--- src/rtl/serial_op_engine.sv ---
// Beat-serial operand loader, opcode-driven accumulator and beat-serial result streamer.
// Optional macro SERIAL_OP_ENGINE_ACC_KEEP_EN keeps acc across runs instead of clearing it on start.
module serial_op_engine #(
    parameter int N = 32,
    parameter int W = 4
) (
    input  logic         clk,
    input  logic         rst,
    input  logic         start,
    input  logic         abort,
    input  logic         in_valid,
    output logic         in_ready,
    input  logic [W-1:0] a_in,
    input  logic [W-1:0] b_in,
    input  logic         op_valid,
    output logic         op_ready,
    input  logic [2:0]   op_code,
    input  logic         op_last,
    output logic         out_valid,
    input  logic         out_ready,
    output logic [W-1:0] out_data,
    output logic         out_last,
    output logic         done,
    output logic [1:0]   state_o
);

    localparam int BEATS = N / W;
    localparam int BW    = $clog2(BEATS);
    localparam logic [BW-1:0] LAST_BEAT = BW'(BEATS - 1);

    if ((N % 2 != 0) || (N % W != 0) || (BEATS < 2) || ((BEATS & (BEATS - 1)) != 0)) begin : g_param_check
        $error("serial_op_engine: N must be even, a multiple of W, and N/W a power of two >= 2");
    end

    typedef enum logic [1:0] {
        IDLE   = 2'd0,
        LOAD   = 2'd1,
        EXEC   = 2'd2,
        UNLOAD = 2'd3
    } state_t;

    state_t          state_q, state_d;
    logic [N-1:0]    a_q, a_d;
    logic [N-1:0]    b_q, b_d;
    logic [N-1:0]    acc_q, acc_d;
    logic [BW-1:0]   beat_q, beat_d;
    logic            done_q, done_d;

    function automatic logic [N-1:0] apply_op(input logic [2:0] code, input logic [N-1:0] a,
                                              input logic [N-1:0] b, input logic [N-1:0] c);
        logic [N:0]   sum;
        logic [N-1:0] mn;
        logic [N-1:0] mx;
        logic [N-1:0] res;
        sum = {1'b0, a} + {1'b0, b};
        mn  = (a < b) ? a : b;
        mx  = (a < b) ? b : a;
        res = '0;
        case (code)
            3'd0: res = (a & b) | c;
            3'd1: res = (a ^ b) + c;
            3'd2: res = (mx - mn) ^ c;
            3'd3: res = {c[N-1:N/2], mn[N/2-1:0]};
            3'd4: res = mx + (c << 1);
            // Saturate to all-ones when the unsigned add overflows N bits.
            3'd5: res = (sum[N] ? {N{1'b1}} : sum[N-1:0]) & c;
            3'd6: res = ((a & b) + ((a ^ b) >> 1)) | c;
            3'd7: res = {a[N-2:0], a[N-1]} ^ b ^ c;
            default: res = c;
        endcase
        return res;
    endfunction

    always_ff @(posedge clk or negedge rst) begin
        if (!rst) begin
            state_q <= IDLE;
            a_q     <= '0;
            b_q     <= '0;
            acc_q   <= '0;
            beat_q  <= '0;
            done_q  <= 1'b0;
        end else begin
            state_q <= state_d;
            a_q     <= a_d;
            b_q     <= b_d;
            acc_q   <= acc_d;
            beat_q  <= beat_d;
            done_q  <= done_d;
        end
    end

    // Abort is tested before any handshake so an aborted cycle never writes or advances.
    always_comb begin
        state_d = state_q;
        a_d     = a_q;
        b_d     = b_q;
        acc_d   = acc_q;
        beat_d  = beat_q;
        done_d  = 1'b0;
        case (state_q)
            IDLE: begin
                if (start) begin
                    state_d = LOAD;
                    a_d     = '0;
                    b_d     = '0;
                    beat_d  = '0;
`ifndef SERIAL_OP_ENGINE_ACC_KEEP_EN
                    acc_d   = '0;
`endif
                end
            end
            LOAD: begin
                if (abort) begin
                    state_d = IDLE;
                    beat_d  = '0;
                end else if (in_valid) begin
                    a_d[int'(beat_q)*W +: W] = a_in;
                    b_d[int'(beat_q)*W +: W] = b_in;
                    if (beat_q == LAST_BEAT) begin
                        state_d = EXEC;
                        beat_d  = '0;
                    end else begin
                        beat_d  = beat_q + BW'(1);
                    end
                end
            end
            EXEC: begin
                if (abort) begin
                    state_d = IDLE;
                    beat_d  = '0;
                end else if (op_valid) begin
                    acc_d = apply_op(op_code, a_q, b_q, acc_q);
                    if (op_last) begin
                        state_d = UNLOAD;
                        beat_d  = '0;
                    end
                end
            end
            UNLOAD: begin
                if (abort) begin
                    state_d = IDLE;
                    beat_d  = '0;
                end else if (out_ready) begin
                    if (beat_q == LAST_BEAT) begin
                        state_d = IDLE;
                        beat_d  = '0;
                        done_d  = 1'b1;
                    end else begin
                        beat_d  = beat_q + BW'(1);
                    end
                end
            end
            default: state_d = IDLE;
        endcase
    end

    assign in_ready  = (state_q == LOAD);
    assign op_ready  = (state_q == EXEC);
    assign out_valid = (state_q == UNLOAD);
    assign out_data  = out_valid ? acc_q[int'(beat_q)*W +: W] : '0;
    assign out_last  = out_valid && (beat_q == LAST_BEAT);
    assign done      = done_q;
    assign state_o   = state_q;

endmodule
--- config.mk ---
export PLATFORM = sky130hd
export DESIGN_NAME = serial_op_engine
export DESIGN_NICKNAME = d
export VERILOG_FILES = /design/src/rtl/serial_op_engine.sv
export SDC_FILE = /design/constraint.sdc
export NUM_CORES = 1
export LEC_CHECK = 0
export BUFFER_PORTS_ARGS = -buffer_cell sky130_fd_sc_hd__buf_4
export CELL_PAD_IN_SITES_DETAIL_PLACEMENT = 0
export CELL_PAD_IN_SITES_GLOBAL_PLACEMENT = 1
export CORE_ASPECT_RATIO = 0.9
export CORE_MARGIN = 2
export CORE_UTILIZATION = 28
export DETAILED_ROUTE_END_ITERATION = 8
export HOLD_SLACK_MARGIN = 0.15
export PLACE_DENSITY_LB_ADDON = 0.1
export SLEW_MARGIN = 20
export SYNTH_ARGS = -nofsm -noshare
export SYNTH_HDL_FRONTEND = slang
export SYNTH_SLANG_ARGS = --single-unit
--- constraint.sdc ---
create_clock -name clk -period 10.3 [get_ports clk]
set_input_delay 1.03 -clock clk [delete_from_list [all_inputs] [get_ports clk]]
set_output_delay 1.03 -clock clk [all_outputs]
set_load 0.01 [all_outputs]
# [Word level (Yosys, flattened, before mapping)]
# Index checks and enable logic that the tools add are counted.
[classes] shift=4 order_cmp=1 eq_ne=23 mux=42 bitwise=8 addsub=7 reduce_logical=10
[op_table] cell="$mux W32" n=10
[op_table] cell="$pmux W32 S8" n=1
[op_table] cell="$pmux W32 S2" n=3
[op_table] cell="$xor A32 B32 Y32" n=4
[op_table] cell="$shiftx A4 B33 Y32" n=2
[op_table] cell="$add A32 B32 Y32" n=2
[op_table] cell="$and A32 B32 Y32" n=2
[op_table] cell="$bwmux W32" n=2
[op_table] cell="$or A32 B32 Y32" n=2
[op_table] cell="$add A32 B32 Y33" n=1
[op_table] cell="$neg A5 Y33" n=1
[op_table] cell="$shift A4 B33 Y32 const A" n=1
[op_table] cell="$add A32 B31 Y32" n=1
[op_table] cell="$lt A32 B32 Y1" n=1
[op_table] cell="$shiftx A32 B6 Y4" n=1
[op_table] cell="$sub A32 B32 Y32" n=1
[op_table] cell="$mux W3" n=9
[op_table] cell="$mux W2" n=10
[op_table] cell="$eq A3 B3 Y1 const B" n=5
[op_table] cell="$ne A2 B2 Y1 const B" n=6
[op_table] cell="$ne A3 B2 Y1 const B" n=4
[op_table] cell="$pmux W3 S4" n=1
[op_table] cell="$reduce_and A5 Y1" n=2
[op_table] cell="$pmux W2 S4" n=1
[op_table] cell="14 further kinds" n=22
[word_totals] input_bits=19 ff_bits=102 elab_cells=102 out_inout_bits=11

# [Logic depth before layout (Yosys ltp)]
[logic_depth] word_depth=8 ltp_mapped=30 ltp_nobuf=25

# [Least setup slack after synthesis]
# No wires, ideal clock.
[synth_path] path_type="flip-flop to flip-flop" from="register b_q[4]" to="register acc_q[30]" path_buffers=7 synth_period_minus_slack_ns=6.350 setup_time_ns=0.137 arrival_ns=6.213 setup_slack_ns=3.950 path_stages_with_launch=30 required_ns=10.163 path_cell_list="dfrtp_1 > inv_1 > ha_1 > buf_2 > inv_2 > o311ai_2 > o221ai_2 > a21o_1 > buf_6 > nand2_4 > clkbuf_1 > clkbuf_1 > clkbuf_1 > buf_1 > clkbuf_1 > o21ai_0 > ha_1 > a21o_1 > a21o_1 > a41oi_1 > nor3_1 > or4_1 > a21bo_2 > a21oi_1 > o21ai_0 > nand3_1 > a31oi_1 > xor2_1 > a221oi_1 > o32ai_1"
[synth_via] elab_chain_len=8 elab_cells_between_ends=18 cone_classes="5 x add/sub; 1 x order compare; 7 x mux; 5 x bitwise"
[synth_lines] element="start: declaration" line_no="44" source="logic [N-1:0] b_q, b_d;"
[synth_lines] element="start signal: assignment" line_no="78" source="b_q <= '0;"
[synth_lines] element="start signal: assignment" line_no="85" source="b_q <= b_d;"
[synth_lines] element="$lt A32 B32 Y1" line_no="56, 57"
[synth_lines] element="$mux W32, on equally long branches" line_no="57, 56"
[synth_lines] element="$sub A32 B32 Y32" line_no="62" source="3'd2: res = (mx - mn) ^ c;"
[synth_lines] element="$xor A32 B32 Y32" line_no="62"
[synth_lines] element="$pmux W32 S8 *" line_no="59" source="case (code)"
[synth_lines] element="$mux W32 *" line_no="131" source="end else if (op_valid) begin"
[synth_lines] element="$mux W32 *" line_no="128" source="if (abort) begin"
[synth_lines] element="$pmux W32 S2 *" line_no="100" source="case (state_q)"
[synth_lines] element="end signal: assignment" line_no="79" source="acc_q <= '0;"
[synth_lines] element="end signal: assignment" line_no="86" source="acc_q <= acc_d;"
[synth_lines] element="end: declaration" line_no="45" source="logic [N-1:0] acc_q, acc_d;"
# Every way passes the cells marked *; elsewhere a longest branch is shown, timed or not. The select of a mux whose other input is x is not followed.
# A chain may end at the register's enable or synchronous reset.

# [Worst setup path in the final report]
[layout_path] from="register b_q[30]" to="register acc_q[21]"
# The elaborated chain is that of the path after synthesis.

==> results.toml <==
[power]
swShare_pct = 57.5
switchingPower_w = 0.00163
power.density_nw_per_um2 = 157
cell_internal_pwr_w = 0.00120
p_leak_nw = 8.14
power_frac_seq_pct = 16.6
ir_drop_mv = 0.135
total_power_w = 0.00283
combPwrFrac_pct = 69.6
clockPowerShare_pct = 13.8

[cells_and_area]
drive_gt1_share_pct = 5.69
postLayoutCellArea_sq_um = 18100
fin_util_pct = 30.3
antennaDiodeCount = 0
final_cell_mix = "nand2_1, a21oi_1, nor2_1"
fillers = 6474
fin_nets = 2443
area_growth_pct = 7.64
layout.cells.most_common = "nand2_1"

[clock_tree]
clock-sinks = 102
root_buffer = "clkbuf_16"
ctsHoldBuffers = 0
numCtsBuffers = 9
clk_pin_slew_ns = 0.10
cts_buffer_depth = 2
postCtsResizedCells = 0
cts_tree = "done"
clk_latency_ns = 0.41
postCtsSetupBuffers = 0
h-tree-depth = 3

[critical_path]
cpLargestDelayFamily = "compound AO/OA/AOI/OAI gates"
required_ns = 10.56
critical-path-slowest-cell = "o31ai_1"
reg2reg_to = "acc_q[21]$_DFFE_PN0P_"
cp_common_cell = "o21ai_0"
crit_path_start_kind = "flop"
endpoint_kind = "flop"
r2r_cells = 25
path_max_fanout = 28
reg2reg_from = "b_q[30]$_DFFE_PN0P_"
path_buf_inv = 4
crit_type = "flop to flop"
cp-startpoint = "b_q[30]$_DFFE_PN0P_"
worst_path_largest_cell_delay_ns = 0.73
reg2reg_slack_ns = 3.17
cp.arrival_ns = 7.38

[synthesis]
yosysUniqueCellTypes = 93
syn_avg_cell_area_sq_um = 7.41
syn_area_sq_um = 16800
async_flop_share_pct = 100
yosys.area.top_type_share_pct = 15.2
netlist_instances = 2264
synth_edf_count = 0
synth_nets = 2481
synth_seq_area_share_pct = 15.2
yosysTopAreaCell = "dfrtp_1"
ys_ff_latch = 102
yosys_warnings = 0
netlist_top_cells_area = "dfrtp_1, ha_1, a21oi_1, xnor2_1, o21ai_0"
synth_top_flop_cell = "dfrtp_1"

[worst_hold_path]
hold_depth = 1
min_from = "a_q[0]$_DFFE_PN0P_"
min_to = "a_q[0]$_DFFE_PN0P_"
hold_path_class = "flop to flop"

[route]
postRouteWirelength_mm = 86.6
drt-initial-drc-count = 2106
wl_met1_mm = 44.2
met2WireLength_mm = 32.7
final_antenna_net_count = 0
topRoutingLayerUsed = "met4"
num_vias = 18121
wire_per_inst_um = 28.7
wl_met3_mm = 8.43
vias_per_cell = 6.01
firstDrtPassIters = 5
route.detailed.drc = 0

[die]
io_pins = 30
die-area_sq_um = 61900
die_h_um = 236
core_area_sq_um = 59600
initial_core_util_pct = 28.2
die_w_um = 262
num_rows = 85

[placement]
place.gp.congestion = 0.948
io_buffers = 29
dp_hpwl_mm = 70.1
dpl_cell_area_sq_um = 17800

[sta]
finalHoldViolCount = 0
max_freq_ghz = 0.140
drv_slew = 0
period_needed_ns = 7.13
slew_headroom_pct = 30.1
fin_skew_ns = 0.0274
setup_viol_count_final = 0
rsz0062_at_grt = "no"
timing.final.crit_share_pct = 69.2
tns_ns = 0
tightest_slew_ns = 1.04

[job]
cap_viol_max_count = 0

[grt]
overflow = 0
grt_max_degree = 61
antenna_found_initial = 1
grt_pass1_vias = 16651
grt_pass1_wl_mm = 123
grt_usage_pct = 27.5

[status]
outcome = "finished, final reports clean"
==> per-stage QoR <==
stage | hold slack [ns] | setup slack (ns) | cells
floorplan | 0.543 | 3.95 | 2264
global placement | 0.623 | 3.48 | 2998
detailed placement | 0.626 | 3.34 | 2998
CTS | 0.651 | 3.32 | 3014
global route | 0.680 | 2.93 | 3014
finish | 0.642 | 3.17 | 3014
==> final cells by class <==
| type | count | area (sq um) | share of cell area, % |
|---|---|---|---|
| Multi-Input combinational cell | 1950 | 13400 | 74.2 |
| Sequential cell | 102 | 2550 | 14.1 |
| Tap cell | 783 | 980 | 5.42 |
| Timing Repair Buffer | 60 | 450 | 2.49 |
| Inverter | 103 | 387 | 2.14 |
| Clock buffer | 11 | 243 | 1.34 |
| Clock inverter | 5 | 41.3 | 0.229 |
==> kinds of logic after synthesis <==
| family | synth area share [%] |
|---|---|
| compound gates | 33.3 |
| simple gates | 19.9 |
| buf+inv | 5.01 |
| fa+ha+maj | 16.3 |
| xor+xnor | 8.30 |
| flops | 15.2 |
| mux | 2.07 |
==> cells in the mapped netlist, drive strengths merged (44+ instances only) <==
cell	instances
inv	99
nand3	44
a22o	51
ha	164
nor2	210
a31oi	56
xor2	46
xnor2	113
nor3	59
a21oi	209
clkbuf	77
dfrtp	102
o21ai	196
a21o	54
nand2	247
==> power groups by stage <==
stage | combinational (W) | clock, W | sequential [W]
after floorplan | 0.00126 | 0 | 0.000448
after global placement | 0.00191 | 0 | 0.000475
after detailed placement | 0.00189 | 0 | 0.000476
after CTS | 0.00190 | 0.000394 | 0.000468
after global routing | 0.00207 | 0.000408 | 0.000474
final | 0.00197 | 0.000390 | 0.000470
==> worst max-delay path by stage <==
stage	end	slack, ns	depth (start not counted)
after floorplan	acc_q[30]$_DFFE_PN0P_	3.95	29
after global placement	acc_q[30]$_DFFE_PN0P_	3.48	24
after detailed placement	acc_q[30]$_DFFE_PN0P_	3.34	24
after CTS	acc_q[30]$_DFFE_PN0P_	3.32	24
after global routing	acc_q[21]$_DFFE_PN0P_	2.93	25
final	acc_q[21]$_DFFE_PN0P_	3.17	25
==> routing by layer <==
metal | vias to the layer above | global-route usage, %
met5 | - | 0
met4 | 0 | 5.07
met3 | 61 | 6.26
met2 | 875 | 35.9
met1 | 8884 | 44.6
li1 | 8301 | -
==> registers in the layout, indices dropped and copies added (netlist names) <==
| signal | count |
|---|---|
| a_q | 32 |
| acc_q | 32 |
| b_q | 32 |
| beat_q | 3 |
| state_o | 2 |
| done | 1 |
==> worst register-to-register path, cell delays in order (launching register included) <==
cell	delay [ns]
dfrtp_1	0.50
inv_1	0.12
ha_1	0.53
inv_2	0.13
o31ai_1	0.73
a211oi_1	0.17
a21oi_2	0.18
buf_4	0.33
nor2_4	0.20
o21ai_0	0.68
ha_1	0.33
inv_1	0.07
fa_1	0.40
nor2b_1	0.15
o21a_1	0.14
o21ai_0	0.12
a21oi_1	0.34
o21ai_0	0.31
o31ai_1	0.43
o41a_1	0.20
xor2_1	0.07
nand2_1	0.06
a21oi_1	0.06
a2111oi_0	0.49
o21ba_2	0.23
a31oi_1	0.04
Power figures use the tool's default switching activity.
